===== src/rtl/serial_frame_pkg.sv =====
// Shared definitions for the serial frame source and receiver:
// the receiver state encoding, default frame format and frame length.
package serial_frame_pkg;

  typedef enum logic [1:0] {
    IDLE,
    DATA,
    PARITY,
    STOP
  } state_t;

  localparam int unsigned DEF_DATA_BITS  = 8;
  localparam int unsigned DEF_STOP_BITS  = 2;
  localparam int unsigned DEF_PARITY_ODD = 0;

  // Start bit + data + parity + stop bits.
  function automatic int unsigned frame_len(input int unsigned data_bits,
                                            input int unsigned stop_bits);
    return 1 + data_bits + 1 + stop_bits;
  endfunction

endpackage


===== src/rtl/serial_frame_stats.sv =====
// Bring-up statistics for the frame receiver: a wrapping good-frame counter
// and an error-frame counter that saturates at all-ones.
module serial_frame_stats
  import serial_frame_pkg::*;
#(
  parameter int unsigned CNT_W = 8
) (
  input  logic             clk,
  input  logic             rst_mem,
  input  logic             done,
  input  logic             parity_err,
  input  logic             frame_err,
  output logic [CNT_W-1:0] good_cnt,
  output logic [CNT_W-1:0] err_cnt
);

  always_ff @(posedge clk or negedge rst_mem) begin
    if (!rst_mem) begin
      good_cnt <= '0;
      err_cnt  <= '0;
    end else if (done) begin
      if (!parity_err && !frame_err) begin
        good_cnt <= good_cnt + 1'b1;
      end else if (err_cnt != '1) begin
        err_cnt <= err_cnt + 1'b1;
      end
    end
  end

endmodule


===== src/rtl/serial_frame_rx.sv =====
// One-bit-per-clock serial frame receiver: start, LSB-first data, parity,
// stop bits. Emits each byte with a one-cycle valid strobe and error flags.
module serial_frame_rx
  import serial_frame_pkg::*;
#(
  parameter int unsigned DATA_BITS  = DEF_DATA_BITS,
  parameter int unsigned STOP_BITS  = DEF_STOP_BITS,
  parameter int unsigned PARITY_ODD = DEF_PARITY_ODD,
  parameter int unsigned CNT_W      = 8
) (
  input  logic                 clk,
  input  logic                 rst_mem,
  input  logic                 rx_in,
  output logic [DATA_BITS-1:0] data_out,
  output logic                 data_valid,
  output logic                 parity_err,
  output logic                 frame_err,
  output logic                 busy,
  output logic [CNT_W-1:0]     good_cnt,
  output logic [CNT_W-1:0]     err_cnt
);

  localparam int unsigned IDX_W = $clog2(frame_len(DATA_BITS, STOP_BITS));
  localparam logic        ODD   = (PARITY_ODD != 0);

  state_t               state;
  logic [DATA_BITS-1:0] shreg;
  logic [IDX_W-1:0]     idx;
  logic                 acc;
  logic                 par_q;
  logic                 frm_q;

  logic last_stop;
  logic frm_final;

  // The final stop bit is folded in combinationally so the stats counters
  // update on the same edge as the registered outputs.
  assign last_stop = (state == STOP) && (idx == IDX_W'(STOP_BITS - 1));
  assign frm_final = frm_q | ~rx_in;

  always_ff @(posedge clk or negedge rst_mem) begin
    if (!rst_mem) begin
      state      <= IDLE;
      shreg      <= '0;
      idx        <= '0;
      acc        <= 1'b0;
      par_q      <= 1'b0;
      frm_q      <= 1'b0;
      data_out   <= '0;
      data_valid <= 1'b0;
      parity_err <= 1'b0;
      frame_err  <= 1'b0;
      busy       <= 1'b0;
    end else begin
      data_valid <= 1'b0;
      unique case (state)
        IDLE: begin
          if (!rx_in) begin
            state <= DATA;
            idx   <= '0;
            acc   <= 1'b0;
            busy  <= 1'b1;
          end
        end
        DATA: begin
          shreg <= {rx_in, shreg[DATA_BITS-1:1]};
          acc   <= acc ^ rx_in;
          if (idx == IDX_W'(DATA_BITS - 1)) begin
            state <= PARITY;
            idx   <= '0;
          end else begin
            idx <= idx + 1'b1;
          end
        end
        PARITY: begin
          par_q <= acc ^ rx_in ^ ODD;
          frm_q <= 1'b0;
          idx   <= '0;
          state <= STOP;
        end
        STOP: begin
          if (!rx_in) begin
            frm_q <= 1'b1;
          end
          if (last_stop) begin
            state      <= IDLE;
            busy       <= 1'b0;
            data_out   <= shreg;
            parity_err <= par_q;
            frame_err  <= frm_final;
            data_valid <= 1'b1;
          end else begin
            idx <= idx + 1'b1;
          end
        end
        default: state <= IDLE;
      endcase
    end
  end

  serial_frame_stats #(
    .CNT_W(CNT_W)
  ) u_stats (
    .clk       (clk),
    .rst_mem   (rst_mem),
    .done      (last_stop),
    .parity_err(par_q),
    .frame_err (frm_final),
    .good_cnt  (good_cnt),
    .err_cnt   (err_cnt)
  );

endmodule


===== config.mk =====
export PLATFORM = sky130hd
export DESIGN_NAME = serial_frame_rx
export DESIGN_NICKNAME = d
export VERILOG_FILES = /design/src/rtl/serial_frame_pkg.sv /design/src/rtl/serial_frame_stats.sv /design/src/rtl/serial_frame_rx.sv
export SDC_FILE = /design/constraint.sdc
export NUM_CORES = 1
export LEC_CHECK = 0
export BUFFER_PORTS_ARGS = -buffer_cell sky130_fd_sc_hd__buf_2
export CAP_MARGIN = 20
export CORE_AREA = 3 3 65 67
export CTS_BUF_LIST = sky130_fd_sc_hd__clkbuf_16
export DETAILED_ROUTE_END_ITERATION = 8
export DIE_AREA = 0 0 68 70
export PLACE_DENSITY = 0.83
export SYNTH_ARGS = -nofsm -noshare
export SYNTH_HDL_FRONTEND = slang
export SYNTH_SLANG_ARGS = --single-unit
export TNS_END_PERCENT = 1

===== constraint.sdc =====
create_clock -name clk -period 2.1 [get_ports clk]
set_input_delay 0.105 -clock clk [delete_from_list [all_inputs] [get_ports clk]]
set_output_delay 0.105 -clock clk [all_outputs]
set_load 0.01 [all_outputs]

# Word level (Yosys, flattened, before mapping)
# Index checks and enable logic that the tools add are counted.
# classes
add_sub_neg	3
reduce_logical	16
muxes	16
eq_ne	11
bitwise	4
# ops
operator	n
adder 8 x 1 -> 8 bit, second input constant	2
case mux 4 bit (4 select lines)	1
two-way mux 4 bit	3
inequality test 2 bit, second input constant	5
AND reduction 2 bit	5
AND reduction 3 bit	3
inequality test 8 bit, second input constant	1
case mux 2 bit (4 select lines)	1
two-way mux 2 bit	3
case mux 1 bit (2 select lines)	3
nonzero test 2 bit	3
two-way mux 1 bit	5
adder 4 x 1 -> 4 bit, second input constant	1
equality test 2 bit, second input constant	2
equality test 4 x 1 -> 1 bit, second input constant	1
equality test 4 x 3 -> 1 bit, second input constant	1
equality test 2 x 1 -> 1 bit, second input constant	1
logical AND 1 bit	2
logical NOT 1 bit	2
logical NOT 2 bit	1
NOT 1 bit	2
OR 1 bit	1
XOR 1 bit	1
# totals
out_inout_bits	28
ff_bits	45
in_bits	3
word_cells	63

# Longest topological paths before layout
# depth
ltp_word	6
ltp_mapped	8
ltp_nobuf	7

# Modules after synthesis
# A second synthesis with hierarchy kept.
# unflattened
cells_unflattened	177
hier_area_um2	2149.6
# by_module_without_submodules
module	instances	seq_area_each_um2	cells_per_inst	area_per_inst_um2
serial_frame_rx	1	725.7	106	1343.8
serial_frame_stats	1	400.4	71	805.8

# Least setup slack after synthesis
# No wires, ideal clock.
# synth_timing
path_kind	reg2reg
from	register u_stats.err_cnt[0]
to	register u_stats.err_cnt[1]
slack_ns	0.374
path_stages_with_launch	5
t_arrival_ns	1.601
required_ns	1.975
period_less_slack_ns	1.726
setup_time_ns	0.125
n_path_buf	0
cell_sequence	dfrtp_1 -> ha_1 -> and3_1 -> a311oi_4 -> mux2_2
# synth_via
elab_chain_cells	2
elab_cells_between_ends	3
cone_classes	1 x add/sub; 1 x eq/ne; 1 x reduce/logical
# synth_rtl
item	line_no	source
start: declaration	serial_frame_stats.sv:14	output logic [CNT_W-1:0] err_cnt
start signal: assignment	serial_frame_stats.sv:25	err_cnt <= err_cnt + 1'b1;
branches (longest 2 deep; another with adder 8 x 1 -> 8 bit)	-	
# Parallel ways; which one is timed is not known.
# A chain may end at the register's enable or synchronous reset.

# Final worst setup path
# layout_timing
from	register state[0]
to	register u_stats.err_cnt[1]
# layout_via
elab_chain_cells	3
# layout_rtl
item	line_no	source
start: declaration	serial_frame_rx.sv:26	state_t state;
start signal: assignment	serial_frame_rx.sv:43	state <= IDLE;
start signal: assignment	serial_frame_rx.sv:59	state <= DATA;
start signal: assignment	serial_frame_rx.sv:69	state <= PARITY;
equality test 2 bit	serial_frame_rx.sv:38	assign last_stop = (state == STOP) && (idx == IDX_W'(STOP_BITS - 1));
logical AND 1 bit	serial_frame_rx.sv:38	
AND reduction 3 bit (no source line)	-	
# No other way between the ends.

==> impl_metrics.csv <==
group,metric,value,unit
timing,fin_skew,0.002858,ns
grt,grt_pass1_wl,6313,um
synthesis,netlist_area,0.002003,mm^2
critical_path,cp_slowest_cell,"a311oi_4",
routing,drc,0,
critical_path,start_kind,"flop",
floorplan,die_w,68,um
status,status,"completed",
pwr,vdd_ir_drop_max,741.9,uV
routing,wirelength,3566,um
placed_design,post_dp_cell_area,0.002240,mm^2
synthesis,ys_warn_count,0,
synthesis,syn-num-nets,189,
floorplan,die_h,70,um
floorplan,die-area,0.004760,mm^2
grt,track_usage,17.46,%
grt,grt_pass1_vias,1395,
synthesis,async_flop_share,100.0,%
grt,antenna_found_initial,0,
cells_and_area,fillers,316,
synthesis,synth_top_flop_cell,"dfrtp_1",
timing,setup-violations-final,0,
routing,routedWlPerCell,13.46,um
placed_design,gp_congestion,0.7837,
floorplan,initial_utilization,54.31,%
synthesis,seq_area_frac_synth,56.21,%
cells_and_area,multi_input_area,827.0,um^2
cells_and_area,final_area,0.002396,mm^2
synthesis,synth-edff-count,0,
clock_network,clock-sinks,45,
floorplan,placementRows,22,
min_path,hold_path_class,"in2reg",
timing,fmax,530.7,MHz
synthesis,ys_ff_latch,45,
critical_path,cp.arrival,2.06,ns
floorplan,pin_count,31,
critical_path,worst-setup-path-type,"reg2reg",
critical_path,end_kind,"flop",
timing,fin_setup_tns,0,ns
grt,grt-ovfl-total,0,
job,cap_violations,0,
routing,drtIter0Drc,63,
critical_path,path_cells,"ha_1, nand4bb_1, a311oi_4, mux2_2",
critical_path,critPathTopFamily,"compound AO/OA/AOI/OAI gates",
routing,vias,1399,
pwr,power_leakage,1.214,nW
clock_network,cts_setup_buffers,0,
clock_network,cts.clk_slew.worst_paths,0.06,ns
timing,setup_slack,0.2156,ns
timing,relSlewSlack,75.63,%
clock_network,cts_inserted_buffers,5,
timing,post-route-min-period,1.884,ns
clock_network,clock_path_buffers,2,
clock_network,clock_latency,0.28,ns
cells_and_area,fin_nets,227,
cells_and_area,drive_gt1_share,25.81,%
routing,drtPass1Iterations,4,
critical_path,cp_num_buf_inv,0,
timing,rsz0062_at_grt,"no",
timing,finalCritPeriodShare,89.74,%
timing,finalHoldViolations,0,
critical_path,path_max_fanout,6,
grt,grt_max_degree,46,
pwr,power_density,1373,mW/mm^2
synthesis,syn_area_per_cell,11.25,um^2
critical_path,slowest_delay,0.47,ns
placed_design,post-place-ws,0.2084,ns
cells_and_area,num_antenna_cells,0,
routing,vias_per_cell,5.279,
routing,ant_nets,0,
timing,slew_viol_final,0,
cells_and_area,area_delta_synth_final,19.61,%
floorplan,core_area,0.003689,mm^2
clock_network,clock-root-buffer,"clkbuf_16",
clock_network,cts-resized-gates,0,
synthesis,synth_cells,178,
critical_path,cp.required,2.27,ns
placed_design,port-buffer-count,30,
clock_network,h-tree-depth,2,
placed_design,hpwl,2489,um
cells_and_area,seqCellArea,0.001126,mm^2
timing,tightest_slew,0.3656,ns
clock_network,cts_tree,"built",
synthesis,ys_types,33,
[Yosys cell counts (2+ instances only)]
| cell type | count | area [um^2] |
|---|---|---|
| dfrtp_1 | 45 | 1126 |
| nand2_1 | 38 | 142.6 |
| mux2_2 | 11 | 123.9 |
| xnor2_1 | 11 | 96.34 |
| ha_1 | 8 | 100.1 |
| inv_1 | 7 | 26.28 |
| and3_1 | 5 | 31.28 |
| nand3_1 | 5 | 25.02 |
| nand4_1 | 5 | 31.28 |
| nor2_1 | 5 | 18.77 |
| o21ai_0 | 5 | 25.02 |
| xor2_1 | 5 | 43.79 |
| a21oi_1 | 4 | 20.02 |
| nor3b_1 | 3 | 22.52 |
| clkbuf_1 | 2 | 7.510 |
| nand2b_1 | 2 | 12.51 |
[logic make-up after synthesis]
family | count (synthesis) | share of synthesized area (%)
simple gates | 70 | 17.11
flops | 45 | 56.21
xor+xnor | 16 | 6.995
compound gates | 15 | 5.497
buf+inv | 12 | 2.499
mux | 12 | 6.683
fa+ha+maj | 8 | 4.997
[sequential cells by signal (all words and copies together), names as in the netlist]
| register | flops |
|---|---|
| data_out | 8 |
| data_valid | 1 |
| shreg | 8 |
| u_stats.good_cnt | 8 |
| state | 2 |
| par_q | 1 |
| busy | 1 |
| parity_err | 1 |
| acc | 1 |
| frm_q | 1 |
| idx | 4 |
| frame_err | 1 |
| u_stats.err_cnt | 8 |
[per-stage QoR]
stage	total power, mW	utilization (%)	hold WS, ns	std cells
6_report	3.289	64.96	0.2201	265
5_1_grt	3.562	64.96	0.2319	265
4_1_cts	3.331	64.96	0.2133	265
3_5_place_dp	2.536	60.72	0.1022	256
3_3_place_gp	2.486	60.72	0.09956	256
2_1_floorplan	2.152	-	-0.1906	178
[metal layers]
metal | global-route usage, % | wire, um | vias up
met5 | 0 | 0 | -
met4 | 5.960 | 61 | 0
met3 | 4.823 | 170 | 5
met2 | 27.62 | 1722 | 30
met1 | 22.67 | 1611 | 689
li1 | - | - | 675
[power by group]
group / total, mW / switching, mW / leakage (nW) / internal, mW
Clock: 0.768 / 0.326 / 0.0702 / 0.442
Sequential: 1.42 / 0.240 / 0.566 / 1.18
Combinational: 1.10 / 0.571 / 0.578 / 0.527
Total: 3.29 / 1.14 / 1.21 / 2.15
[placed cells by master (no fill, tap or decap), types with 7 or more instances in the layout]
master   Yosys  layout
buf_2        1      30
nand2_1     38      38
mux2_2      11      11
xnor2_1     11      11
ha_1         8       8
dfrtp_1     45      45
inv_1        7       7
[area by class of cell]
class / instances / share of cell area [%]
timing repair buffer: 36 / 8.773
inverter: 7 / 1.097
multi-input combinational: 121 / 34.52
clock inverter: 3 / 0.8877
tap: 48 / 2.507
clock buffer: 5 / 5.222
sequential: 45 / 47.00
[path summary, 6_finish.rpt]
check	start	endpoint	slack, ns	depth (start not counted)
worst max-delay path	state[0]	u_stats.err_cnt[1]	0.22	4
worst min-delay path	rx_in	shreg[7]	0.22	2
worst max register to register	state[0]	u_stats.err_cnt[1]	0.22	4
worst min register to register	data_out[4]	data_out[4]	0.47	2
max in group asynchronous	rst_mem	idx[2]	1.57	3
min in group asynchronous	rst_mem	idx[0]	0.32	3
[worst register-to-register path, delay by kind of cell (launching register included)]
kind                     cells  cell delay (ns)
multiplexers                 1             0.38
AND/OR/NAND/NOR              1             0.29
adder cells (fa/ha/maj)      1             0.23
AO/OA/AOI/OAI                1             0.47
flip-flops                   1             0.40
[timing repair]
| action | 4_1_cts | 5_1_grt |
|---|---|---|
| hold buffers | 1 | 0 |
| hold endpoints to repair | 45 | 0 |
| setup endpoints to repair | 0 | 0 |
No activity file was read; power rests on OpenSTA's default activity.
